<file path="src/rtl/dma_icb_arbiter_pkg.sv">
// Shared constants for the DMA/core ICB arbiter: master IDs, default depth and
// arbitration-mode encodings.
package dma_icb_arbiter_pkg;

   localparam logic MID_CORE = 1'b0;
   localparam logic MID_DMA  = 1'b1;

   localparam int unsigned OUTS_DEPTH_DEF = 4;

   localparam int unsigned ARB_RR        = 0;
   localparam int unsigned ARB_CORE_PRIO = 1;

endpackage

</file>
<file path="src/rtl/dma_arb_id_fifo.sv">
// DEPTH x 1-bit synchronous FIFO holding the issuing master ID of every
// outstanding command; DEPTH must be a power of two so the pointers wrap freely.
module dma_arb_id_fifo #(
   parameter int unsigned DEPTH = 4
) (
   input  logic                   clk,
   input  logic                   rst_n,
   input  logic                   push_i,
   input  logic                   din_i,
   input  logic                   pop_i,
   output logic                   dout_o,
   output logic                   full_o,
   output logic                   empty_o,
   output logic [$clog2(DEPTH):0] count_o
);

   localparam int unsigned PW = $clog2(DEPTH);
   localparam logic [PW:0] CNT_ONE  = (PW+1)'(1);
   localparam logic [PW:0] CNT_FULL = (PW+1)'(DEPTH);

   logic [DEPTH-1:0] mem_q;
   logic [PW-1:0]    wptr_q;
   logic [PW-1:0]    rptr_q;
   logic [PW:0]      cnt_q;
   logic [PW:0]      cnt_d;
   logic             push_en;
   logic             pop_en;

   assign full_o  = (cnt_q == CNT_FULL);
   assign empty_o = (cnt_q == '0);
   assign count_o = cnt_q;
   assign dout_o  = mem_q[rptr_q];

   assign push_en = push_i & ~full_o;
   assign pop_en  = pop_i & ~empty_o;

   always_comb begin
      cnt_d = cnt_q;
      unique case ({push_en, pop_en})
         2'b10:   cnt_d = cnt_q + CNT_ONE;
         2'b01:   cnt_d = cnt_q - CNT_ONE;
         default: cnt_d = cnt_q;
      endcase
   end

   always_ff @(posedge clk or negedge rst_n) begin
      if (!rst_n) begin
         mem_q  <= '0;
         wptr_q <= '0;
         rptr_q <= '0;
         cnt_q  <= '0;
      end else begin
         if (push_en) begin
            mem_q[wptr_q] <= din_i;
            wptr_q        <= wptr_q + PW'(1);
         end
         if (pop_en) begin
            rptr_q <= rptr_q + PW'(1);
         end
         cnt_q <= cnt_d;
      end
   end

endmodule

</file>
<file path="src/rtl/dma_icb_arbiter.sv">
// 2:1 ICB arbiter sharing the system-memory slave between the core LSU (m0) and
// dma_core (m1); responses return in order to the master that issued them.
module dma_icb_arbiter
   import dma_icb_arbiter_pkg::*;
#(
   parameter int unsigned AW         = 32,
   parameter int unsigned DW         = 32,
   parameter int unsigned OUTS_DEPTH = OUTS_DEPTH_DEF,
   parameter int unsigned CORE_PRIO  = ARB_RR
) (
   input  logic                         clk,
   input  logic                         rst_n,

   input  logic                         m0_cmd_valid,
   output logic                         m0_cmd_ready,
   input  logic [AW-1:0]                m0_cmd_addr,
   input  logic                         m0_cmd_read,
   input  logic [DW-1:0]                m0_cmd_wdata,
   input  logic [DW/8-1:0]              m0_cmd_wmask,
   output logic                         m0_rsp_valid,
   input  logic                         m0_rsp_ready,
   output logic                         m0_rsp_err,
   output logic [DW-1:0]                m0_rsp_rdata,

   input  logic                         m1_cmd_valid,
   output logic                         m1_cmd_ready,
   input  logic [AW-1:0]                m1_cmd_addr,
   input  logic                         m1_cmd_read,
   input  logic [DW-1:0]                m1_cmd_wdata,
   input  logic [DW/8-1:0]              m1_cmd_wmask,
   output logic                         m1_rsp_valid,
   input  logic                         m1_rsp_ready,
   output logic                         m1_rsp_err,
   output logic [DW-1:0]                m1_rsp_rdata,

   output logic                         s_cmd_valid,
   input  logic                         s_cmd_ready,
   output logic [AW-1:0]                s_cmd_addr,
   output logic                         s_cmd_read,
   output logic [DW-1:0]                s_cmd_wdata,
   output logic [DW/8-1:0]              s_cmd_wmask,
   input  logic                         s_rsp_valid,
   output logic                         s_rsp_ready,
   input  logic                         s_rsp_err,
   input  logic [DW-1:0]                s_rsp_rdata,

   output logic [$clog2(OUTS_DEPTH):0]  outs_cnt
);

   logic grant;
   logic grant_valid;
   logic lock_q;
   logic locked_id_q;
   logic rr_ptr_q;
   logic cmd_hs;
   logic cmd_ok;
   logic rsp_hs;
   logic rsp_act;
   logic fifo_full;
   logic fifo_empty;
   logic head_id;

   // A stalled command keeps its grant so the slave sees stable fields.
   always_comb begin
      grant = MID_CORE;
      if (lock_q) begin
         grant = locked_id_q;
      end else if (CORE_PRIO == ARB_CORE_PRIO) begin
         grant = m0_cmd_valid ? MID_CORE : MID_DMA;
      end else if (m0_cmd_valid && m1_cmd_valid) begin
         grant = rr_ptr_q;
      end else if (m1_cmd_valid) begin
         grant = MID_DMA;
      end
   end

   assign grant_valid = (grant == MID_DMA) ? m1_cmd_valid : m0_cmd_valid;

   assign s_cmd_valid = grant_valid & ~fifo_full;
   assign s_cmd_addr  = (grant == MID_DMA) ? m1_cmd_addr  : m0_cmd_addr;
   assign s_cmd_read  = (grant == MID_DMA) ? m1_cmd_read  : m0_cmd_read;
   assign s_cmd_wdata = (grant == MID_DMA) ? m1_cmd_wdata : m0_cmd_wdata;
   assign s_cmd_wmask = (grant == MID_DMA) ? m1_cmd_wmask : m0_cmd_wmask;

   assign cmd_ok       = grant_valid & s_cmd_ready & ~fifo_full;
   assign m0_cmd_ready = cmd_ok & (grant == MID_CORE);
   assign m1_cmd_ready = cmd_ok & (grant == MID_DMA);
   assign cmd_hs       = s_cmd_valid & s_cmd_ready;

   always_ff @(posedge clk or negedge rst_n) begin
      if (!rst_n) begin
         lock_q      <= 1'b0;
         locked_id_q <= MID_CORE;
         rr_ptr_q    <= MID_CORE;
      end else begin
         lock_q      <= s_cmd_valid & ~s_cmd_ready;
         locked_id_q <= grant;
         if (cmd_hs) begin
            rr_ptr_q <= ~grant;
         end
      end
   end

   // With no recorded command there is no owner, so stray responses are never accepted.
   assign rsp_act      = ~fifo_empty;
   assign m0_rsp_valid = rsp_act & s_rsp_valid & (head_id == MID_CORE);
   assign m1_rsp_valid = rsp_act & s_rsp_valid & (head_id == MID_DMA);
   assign s_rsp_ready  = rsp_act & ((head_id == MID_DMA) ? m1_rsp_ready : m0_rsp_ready);
   assign rsp_hs       = s_rsp_valid & s_rsp_ready;

   assign m0_rsp_err   = s_rsp_err;
   assign m1_rsp_err   = s_rsp_err;
   assign m0_rsp_rdata = s_rsp_rdata;
   assign m1_rsp_rdata = s_rsp_rdata;

   dma_arb_id_fifo #(
      .DEPTH (OUTS_DEPTH)
   ) u_id_fifo (
      .clk     (clk),
      .rst_n   (rst_n),
      .push_i  (cmd_hs),
      .din_i   (grant),
      .pop_i   (rsp_hs),
      .dout_o  (head_id),
      .full_o  (fifo_full),
      .empty_o (fifo_empty),
      .count_o (outs_cnt)
   );

endmodule
</file>
<file path="config.mk">
export PLATFORM = sky130hd
export DESIGN_NAME = dma_icb_arbiter
export DESIGN_NICKNAME = d
export VERILOG_FILES = /design/src/rtl/dma_icb_arbiter_pkg.sv /design/src/rtl/dma_arb_id_fifo.sv /design/src/rtl/dma_icb_arbiter.sv
export SDC_FILE = /design/constraint.sdc
export NUM_CORES = 1
export LEC_CHECK = 0
export CORE_AREA = 2 2 124 126
export DETAILED_ROUTE_END_ITERATION = 7
export DIE_AREA = 0 0 126 128
export PLACE_DENSITY = 0.61
export SLEW_MARGIN = 15
export SYNTH_ARGS = -nofsm -noshare
export SYNTH_HDL_FRONTEND = slang
export SYNTH_SLANG_ARGS = --single-unit
</file>
<file path="constraint.sdc">
create_clock -name clk -period 4.3 [get_ports clk]
set_input_delay 1.29 -clock clk [delete_from_list [all_inputs] [get_ports clk]]
set_output_delay 1.29 -clock clk [all_outputs]
set_load 0.05 [all_outputs]
</file>
==> out/metrics.yaml, run 1 <==
placement:
  routabilityCongestion: 0.724
  post-place-ws_ps: -67.8
  postPlaceCellArea_um2: 4000
  hpwlAfterDp_um: 7660
  io_buffers: 223
cts:
  insertion_delay_ps: 250
  cts_buffers: 3
  clock_path_buffers: 2
  cts_tree: "yes"
  path_clk_slew_ps: 50
  cts-root-buf: "clkbuf_16"
  h-tree-depth: 1
  cts_sinks: 14
timing:
  worstMarginPinSlew_ps: 656
  timing.fmax_mhz: 241
  rsz0062_at_grt: "false"
  final_hold_viol_count: 0
  whs_ps: 491
  period_needed_ps: 4150
  finalSetupViolations: 0
  relSlewSlack: 0.562
  slew_viol_final: 0
  skew_ps: 6.17
  setup_ws_ps: 155
  timing.final.crit_share: 0.964
  fin_tns_setup_ps: 0
route:
  routed_wl_um: 10100
  dr.pass1.iters: 3
  vias_per_cell: 3.82
  drtIter0Drc: 33
  drc_errors: 0
  ant_nets: 0
  wire_per_inst_um: 17.6
  vias: 2203
grt:
  overflow: 0
  first_global_vias: 2277
  grt_pass1_wl_um: 12700
  grt_max_degree: 41
  antenna_found_initial: 0
  grt.total_usage: 0.0997
synthesis:
  synth_cell_types: 24
  synth_common_cells: "mux2_2, buf_4, dfrtp_1"
  yosysTopAreaCellShare: 0.366
  synth_ff_type: "dfrtp_1"
  synth-edff-count: 0
  yosysMostFrequentCell: "mux2_2"
  synth_area_leaders: "mux2_2, buf_4, dfrtp_1"
  synthArstFlopShare: 1.00
  synthCells: 216
  synth-seq-cells: 14
  syn_area_um2: 2120
  seq_area_frac_synth: 0.165
  synth_nets: 401
  ys_warn_count: 0
  yosys.area.top_type: "mux2_2"
  syn_avg_cell_area_um2: 9.82
floorplan:
  fp-row-count: 45
  start_util: 0.143
  die_w_um: 126
  ios: 323
  die_area_um2: 16100
  core_area_um2: 14900
  die_h_um: 128
worst_hold_path:
  hold_path.class: "reg -> reg"
  hold_path_depth: 1
  hold_start: "u_id_fifo.mem_q[2]"
  worstHoldEndpoint: "u_id_fifo.mem_q[2]"
finish:
  syn2layout_area_growth_pct: 114
  final_nets: 574
  final_core_util: 0.306
  fin_area_um2: 4550
  final_layout_size_suffix_gt1_frac: 0.443
  antenna_cells: 0
critical_path:
  path_cells: "dlymetal6s2s_1, nor2b_2, o31ai_4, buf_6, clkbuf_16, mux2_2, buf_6"
  crit_slowest_cell: "mux2_2"
  rr_worst_depth: 10
  critPathMaxFanout: 8
  cp-start-kind: "input pin"
  cp.arrival_ps: 2860
  criticalPathCategory: "in -> out"
  r2r_slack_ps: 2050
  worstReg2RegStart: "u_id_fifo.rptr_q[1]"
  crit_family: "buffers and inverters"
  required_ps: 3010
  cp-end-kind: "output port"
  slowest_delay_ps: 340
  crit_top_cell: "buf_6"
  path_buf_inv: 4
  rr_endpoint: "u_id_fifo.count_o[2]"
run:
  drv_cap: 0
power:
  p_leak_uw: 0.00193
  power_density_nw_per_um2: 517
  vdd_drop_max_uv: 247
outcome:
  status: "finished clean"
[state kept, by name (all words and copies together), names as in the netlist]
register,cells
locked_id_q,1
u_id_fifo.mem_q,4
u_id_fifo.rptr_q,2
u_id_fifo.wptr_q,2
rr_ptr_q,1
u_id_fifo.count_o,3
lock_q,1
[placed cells by master, fill, tap and decap left out, drive strengths merged, types with 3 or more instances in the layout]
master         netlist  final
buf                 74     89
clkbuf               0      9
clkdlybuf4s50        0    146
dfrtp               14     14
ha                   5      5
inv                  8      8
mux2                73     73
mux2i                7      7
nand2                6      6
nor2                 5      5
nor3b                3      3
o21ai                3      3
xor2                 3      3
[report_power, final]
part	internal [uW]	switching (uW)	total (uW)
Combinational	849	1050	1900
Sequential	195	55.3	250
Clock	141	56.4	197
Total	1180	1170	2350
[routing by layer]
layer	GRT usage	routed length [um]	vias up	share of wire
met2	0.181	5380	168	0.53
met1	0.112	3750	1015	0.37
li1	-	-	1016	-
met3	0.0417	967	4	0.096
met5	0	0	-	0
met4	0.0116	28	0	0.0028
[worst max-delay path by stage]
| stage | start | end | slack, ps | cells past startpoint |
|---|---|---|---|---|
| final | m0_cmd_valid | s_cmd_addr[30] | 150 | 7 |
| after global routing | m0_cmd_valid | s_cmd_addr[30] | 110 | 7 |
| after CTS | m1_cmd_valid | s_cmd_addr[24] | -80 | 6 |
| after detailed placement | m1_cmd_valid | s_cmd_addr[24] | -70 | 6 |
| after global placement | m1_cmd_valid | s_cmd_addr[24] | -60 | 6 |
| after floorplan | m0_cmd_valid | m0_cmd_ready | 170 | 4 |
[kinds of logic (layout without fill, tap and decap cells)]
| kind of cell | Yosys count | after routing | share of synthesized area |
|---|---|---|---|
| AOI/OAI and AO/OA | 8 | 8 | 0.0378 |
| and+or+nand+nor | 21 | 21 | 0.0501 |
| DFF | 14 | 14 | 0.165 |
| xor gates and xnor gates | 5 | 5 | 0.0207 |
| adders and majority gates | 6 | 6 | 0.0389 |
| buffers and inverters | 82 | 254 | 0.267 |
| muxes | 80 | 80 | 0.421 |
[area by class of cell]
class / count / area (um^2)
Clock buffer: 4 / 88.8
Fill cell: 1538 / 10300
Inverter: 8 / 30.0
Timing Repair Buffer: 242 / 2580
Sequential cell: 14 / 350
Tap cell: 188 / 235
Multi-Input combinational cell: 120 / 1260
[stage by stage]
| step | cells | total power, uW |
|---|---|---|
| CTS | 565 | 2170 |
| detailed placement | 561 | 1910 |
| global placement | 561 | 1890 |
| floorplan | 216 | 1500 |
| finish | 576 | 2350 |
| global route | 576 | 2460 |
[what timing repair did]
action                     in CTS  in global routing
pin swaps                       0                  1
gates cloned                    0                  8
hold buffers                    0                  0
buffers inserted                0                  3
setup endpoints to repair      47                 71
resized for setup              38                 38
(Power assumes the default switching activity.)
==> run 2, diff against run 1 <==
Settings changed: CORE_AREA 2 2 124 126 to 2 2 126 128, DIE_AREA 0 0 126 128 to 0 0 128 130, PLACE_DENSITY 0.61 to 0.6, SYNTH_HIERARCHICAL from default to 1.
==> run 2 against run 1 <==
Critical path depth is the same. Global-route usage shrank 0.58 points. Flip-flop and latch count is the same. Largest cell class unchanged. Largest power group unchanged.
==> out/metrics.yaml, run 2 <==
grt:
  first_global_vias: 2088
  antenna_found_initial: 0
  grt.total_usage: 0.0939
  grt_pass1_wl_um: 11900
  grt_max_degree: 54
  overflow: 0
route:
  drtIter0Drc: 63
  ant_nets: 0
  wire_per_inst_um: 17.1
  vias_per_cell: 3.80
  routed_wl_um: 9750
  vias: 2170
  drc_errors: 0
  dr.pass1.iters: 4
power:
  vdd_drop_max_uv: 246
  p_leak_uw: 0.00169
  power_density_nw_per_um2: 522
timing:
  slew_viol_final: 0
  timing.fmax_mhz: 233
  finalSetupViolations: 0
  timing.final.crit_share: 0.998
  relSlewSlack: 0.573
  fin_tns_setup_ps: 0
  rsz0062_at_grt: "true"
  worstMarginPinSlew_ps: 638
  whs_ps: 495
  final_hold_viol_count: 0
  period_needed_ps: 4290
  skew_ps: 3.09
finish:
  final_nets: 565
  layout_commonest_cell: "clkdlybuf4s50_1"
  final_cell_mix: "clkdlybuf4s50_1, buf_4, mux2_2"
  top_register: "u_id_fifo/mem_q"
  final_layout_size_suffix_gt1_frac: 0.369
  syn2layout_area_growth_pct: 90.7
  fin_area_um2: 4090
  fillerInstances: 1605
  antenna_cells: 0
  largest_reg_flops: 4
run:
  drv_cap: 0
synthesis:
  synthArstFlopShare: 1.00
  synth_common_cells: "buf_4, mux2_2, mux2_1"
  synth-edff-count: 0
  syn_area_um2: 2140
  synth_ff_type: "dfrtp_1"
  synth-seq-cells: 14
  seq_area_frac_synth: 0.163
  yosys.area.top_type: "mux2_2"
  synth_cell_types: 28
  synth_area_leaders: "mux2_2, buf_4, dfrtp_1"
  yosysMostFrequentCell: "buf_4"
  syn_avg_cell_area_um2: 9.75
  synth_nets: 405
  ys_warn_count: 6
  synthCells: 220
  yosysTopAreaCellShare: 0.257
floorplan:
  die_h_um: 130
  core_area_um2: 15400
  die_area_um2: 16600
  fp-row-count: 46
  ios: 323
  die_w_um: 128
  start_util: 0.139
worst_hold_path:
  hold_path.class: "reg -> reg"
critical_path:
  path_buf_inv: 4
  cp.arrival_ps: 3000
  criticalPathCategory: "in -> out"
  required_ps: 3010
  cp-start-kind: "input pin"
  crit_slowest_cell: "clkdlybuf4s50_1"
  cp-end-kind: "output port"
  crit_top_cell: "buf_12"
  critPathMaxFanout: 24
  crit_family: "buffers and inverters"
  slowest_delay_ps: 430
  path_cells: "clkdlybuf4s50_1, nor2b_1, o21ai_4, buf_12, buf_12, mux2_1, buf_4"
cts:
  insertion_delay_ps: 240
  cts_tree: "yes"
  clock_path_buffers: 2
  cts_buffers: 3
  path_clk_slew_ps: 40
  cts_sinks: 14
  cts-root-buf: "clkbuf_16"
  h-tree-depth: 1
  cts_hold_buffers: 0
placement:
  postPlaceCellArea_um2: 3920
  hpwlAfterDp_um: 8120
  routabilityCongestion: 0.723
  io_buffers: 223
outcome:
  status: "finished clean"
[run 2: cell count changes after synthesis, moves of 2 or more]
cell,before,now
mux2i_1,7,3
o21ai_0,3,9
buf_4,66,73
buf_2,8,0
mux2_2,69,49
mux2_1,4,20
nand2_1,6,10
nor3b_1,3,1
[run 2: per-layer routing]
layer / routed length [um] / GRT usage / up-vias
li1: - / - / 1003
met4: 0 / 0.00776 / 0
met3: 1530 / 0.0677 / 0
met5: 0 / 0 / -
met1: 3750 / 0.108 / 988
met2: 4470 / 0.148 / 179
[run 2: layout make-up]
type / instances / area, um^2 / area share
clock buffers: 4 / 88.8 / 0.0217
inverters: 8 / 30.0 / 0.00734
multi-input cells: 124 / 1200 / 0.295
flip-flops and latches: 14 / 350 / 0.0857
well taps: 192 / 240 / 0.0587
repair buffers: 229 / 2180 / 0.532
[run 2: what timing repair did]
item                       4_1_cts  5_1_grt
gates resized for setup          1        6
setup buffers                    0        1
hold endpoints to repair         0        0
cloned                           0        2
pin swaps                        0        1
setup endpoints to repair       12       49
[run 2: final timing paths]
check / cells past startpoint / startpoint / to / slack [ps]
max: 7 / m0_cmd_valid / s_cmd_addr[14] / 10
min: 1 / u_id_fifo/rptr_q[1] / u_id_fifo/rptr_q[1] / 490
max reg2reg: 11 / u_id_fifo/rptr_q[0] / u_id_fifo/count_o[2] / 1640
min reg2reg: 1 / u_id_fifo/rptr_q[1] / u_id_fifo/rptr_q[1] / 490
max in group asynchronous: 1 / rst_n / u_id_fifo/count_o[2] / 2440
min in group asynchronous: 1 / rst_n / locked_id_q / 1440
[run 2: kinds of logic (layout without fill, tap and decap cells)]
family                     count (synthesis)  count (layout)  synth area share
AOI/OAI and AO/OA                         13              13            0.0408
xor gates and xnor gates                   6               6            0.0245
DFF                                       14              14             0.163
buffers and inverters                     82             241             0.275
adders and majority gates                  6               6            0.0385
and+or+nand+nor                           25              25            0.0642
muxes                                     74              74             0.394
[run 2: power breakdown]
| group | internal [uW] | switching, uW | total, uW |
|---|---|---|---|
| sequential | 195 | 64.2 | 260 |
| clock | 141 | 52.7 | 193 |
| combinational | 681 | 1000 | 1680 |
[run 2: worst register-to-register path, delay by kind of cell (launching register included)]
| kind | cells | cell delay, ps |
|---|---|---|
| adder cells (fa/ha/maj) | 2 | 560 |
| multiplexers | 2 | 700 |
| XOR/XNOR | 2 | 310 |
| AO/OA/AOI/OAI | 1 | 180 |
| flip-flops | 1 | 400 |
| buffers and inverters | 1 | 60 |
| AND/OR/NAND/NOR | 3 | 380 |
[run 2: metrics by stage]
stage               utilization  total power [uW]  setup WS [ps]  std cells
floorplan                     -              1550            399        220
global placement          0.254              1850           29.6        564
detailed placement        0.254              1890          -10.6        564
CTS                       0.260              2090         -0.446        568
global route              0.265              2240          -42.4        571
finish                    0.265              2140           10.4        571
==> run 3, diff against run 2 <==
Settings changed: CORE_AREA 2 2 126 128 to 10 10 118 120, PLACE_DENSITY 0.6 to 0.73, SYNTH_HIERARCHICAL 1 to default.
==> run 3 against run 2 <==
Wire length rose by 24%. Combinational power grew 16%. Clock skew decreased by 1.1 ps. Worst hold slack lost 6.9 ps. Non-clock buffer count rose by 12. Setup slack gained 28 ps. Clock power fell by 11%. First-iteration DRC count decreased by 4.8%. Critical endpoint is now s_cmd_wdata[8].
==> out/metrics.yaml, run 3 (synthesis results as in run 1) <==
finish:
  final_layout_size_suffix_gt1_frac: 0.440
  final_nets: 573
  final_cell_mix: "clkdlybuf4s50_1, mux2_2, buf_6"
  layout_commonest_cell: "clkdlybuf4s50_1"
  antenna_cells: 0
  syn2layout_area_growth_pct: 113
  largest_reg_flops: 4
  fillerInstances: 1167
  top_register: "u_id_fifo.mem_q"
critical_path:
  cp-start-kind: "input pin"
  slowest_delay_ps: 480
  critPathMaxFanout: 12
  crit_slowest_cell: "clkdlybuf4s50_1"
  cp.arrival_ps: 2970
  criticalPathCategory: "in -> out"
  cp-end-kind: "output port"
  crit_top_cell: "buf_6"
  path_cells: "clkdlybuf4s50_1, inv_2, o31ai_4, buf_6, bufbuf_16, mux2_2, buf_6"
  required_ps: 3010
route:
  drc_errors: 0
  vias_per_cell: 4.27
  routed_wl_um: 12100
  vias: 2274
  dr.pass1.iters: 4
  wire_per_inst_um: 22.7
  drtIter0Drc: 60
  ant_nets: 0
run:
  drv_cap: 0
timing:
  rsz0062_at_grt: "true"
  final_hold_viol_count: 0
  relSlewSlack: 0.575
  slew_viol_final: 0
  period_needed_ps: 4260
  timing.fmax_mhz: 235
  worstMarginPinSlew_ps: 635
  finalSetupViolations: 0
  timing.final.crit_share: 0.991
  setup_ws_ps: 38.0
  skew_ps: 1.95
  fin_tns_setup_ps: 0
placement:
  routabilityCongestion: 0.766
  io_buffers: 223
  hpwlAfterDp_um: 9850
  post-place-ws_ps: -124
outcome:
  status: "finished clean"
floorplan:
  fp-row-count: 40
  ios: 323
  die_h_um: 130
  die_w_um: 128
  start_util: 0.181
  die_area_um2: 16600
  core_area_um2: 11700
cts:
  cts_buffers: 3
  cts_tree: "yes"
  insertion_delay_ps: 240
  path_clk_slew_ps: 40
  clock_path_buffers: 2
  cts_hold_buffers: 0
  cts-root-buf: "clkbuf_16"
  cts_sinks: 14
  h-tree-depth: 1
power:
  vdd_drop_max_uv: 270
  pwr-share-seq: 0.106
  switching_share: 0.496
  p_switching_uw: 1180
  p_leak_uw: 0.00191
  power_frac_comb: 0.821
  p_clk_frac: 0.072
  power_density_nw_per_um2: 528
  p_int_uw: 1200
grt:
  first_global_vias: 2587
  grt.total_usage: 0.127
  antenna_found_initial: 0
  grt_max_degree: 15
  grt_pass1_wl_um: 16400
  overflow: 0
worst_hold_path:
  hold_path.class: "reg -> reg"
## run 3: cell count changes in the layout (fill, tap and decap cells not counted), moves of 3 or more
cell | previous run | this run
o21ai_0 | 9 | 3
mux2_4 | 1 | 8
mux2_1 | 20 | 4
nand2_1 | 10 | 6
mux2i_1 | 3 | 7
buf_12 | 4 | 7
buf_8 | 0 | 4
buf_4 | 71 | 27
mux2_2 | 49 | 61
buf_6 | 5 | 48
buf_16 | 0 | 4
## run 3: worst paths after layout
path | from | end | slack, ps | cells after the start
max reg2reg | u_id_fifo.count_o[0] | u_id_fifo.count_o[2] | 1870 | 10
min | u_id_fifo.mem_q[0] | u_id_fifo.mem_q[0] | 490 | 1
max | m1_cmd_valid | s_cmd_wdata[8] | 40 | 7
min in group asynchronous | rst_n | rr_ptr_q | 1440 | 1
max in group asynchronous | rst_n | u_id_fifo.rptr_q[0] | 2450 | 1
min reg2reg | u_id_fifo.mem_q[0] | u_id_fifo.mem_q[0] | 490 | 1
## run 3: power groups by stage
stage / Combinational, uW / Sequential, uW / Clock (uW)
finish: 1950 / 253 / 172
detailed placement: 1670 / 253 / 0
CTS: 1900 / 254 / 174
global placement: 1650 / 248 / 0
floorplan: 1220 / 289 / 0
global route: 2050 / 263 / 180
## run 3: repair_timing
action / CTS / global route
gates resized for setup: 35 / 38
cloned: 5 / 2
pin swaps: 1 / 0
setup endpoints to repair: 50 / 46
endpoints found under the hold margin: 0 / 0
setup buffers: 6 / 0
## run 3: layer usage
metal  vias to the layer above  wire length (um)  GRT usage  part of all wire
li1                       1012                 -          -                 -
met1                      1065              4770      0.145              0.39
met2                       188              5740      0.212              0.48
met3                         9              1500     0.0653              0.12
met4                         0                67     0.0166            0.0055
met5                         -                 0          0                 0
## run 3: cell type report
class                           instances  area (um^2)  share of cell area
Tap cell                              147          184              0.0408
Clock buffer                            3         75.1              0.0167
Inverter                                8         30.0             0.00666
Sequential cell                        14          350              0.0777
Multi-Input combinational cell        120         1250               0.278
Timing Repair Buffer                  241         2620               0.581
## run 3: worst max-delay path, delay by kind of cell
kind | cells | cell delay (ps)
buf+inv | 5 | 1150
mux | 1 | 350
compound gates | 1 | 190
## run 3: metrics by stage
| stage | instance area [um^2] | hold slack [ps] | util | std cells | total power (uW) |
|---|---|---|---|---|---|
| after detailed placement | 3930 | 481 | 0.336 | 518 | 1920 |
| after floorplan | 2120 | 457 | - | 216 | 1500 |
| after CTS | 4330 | 491 | 0.370 | 532 | 2320 |
| after global routing | 4510 | 517 | 0.385 | 533 | 2490 |
| after global placement | 3930 | 476 | 0.336 | 518 | 1900 |
| final | 4510 | 488 | 0.385 | 533 | 2380 |
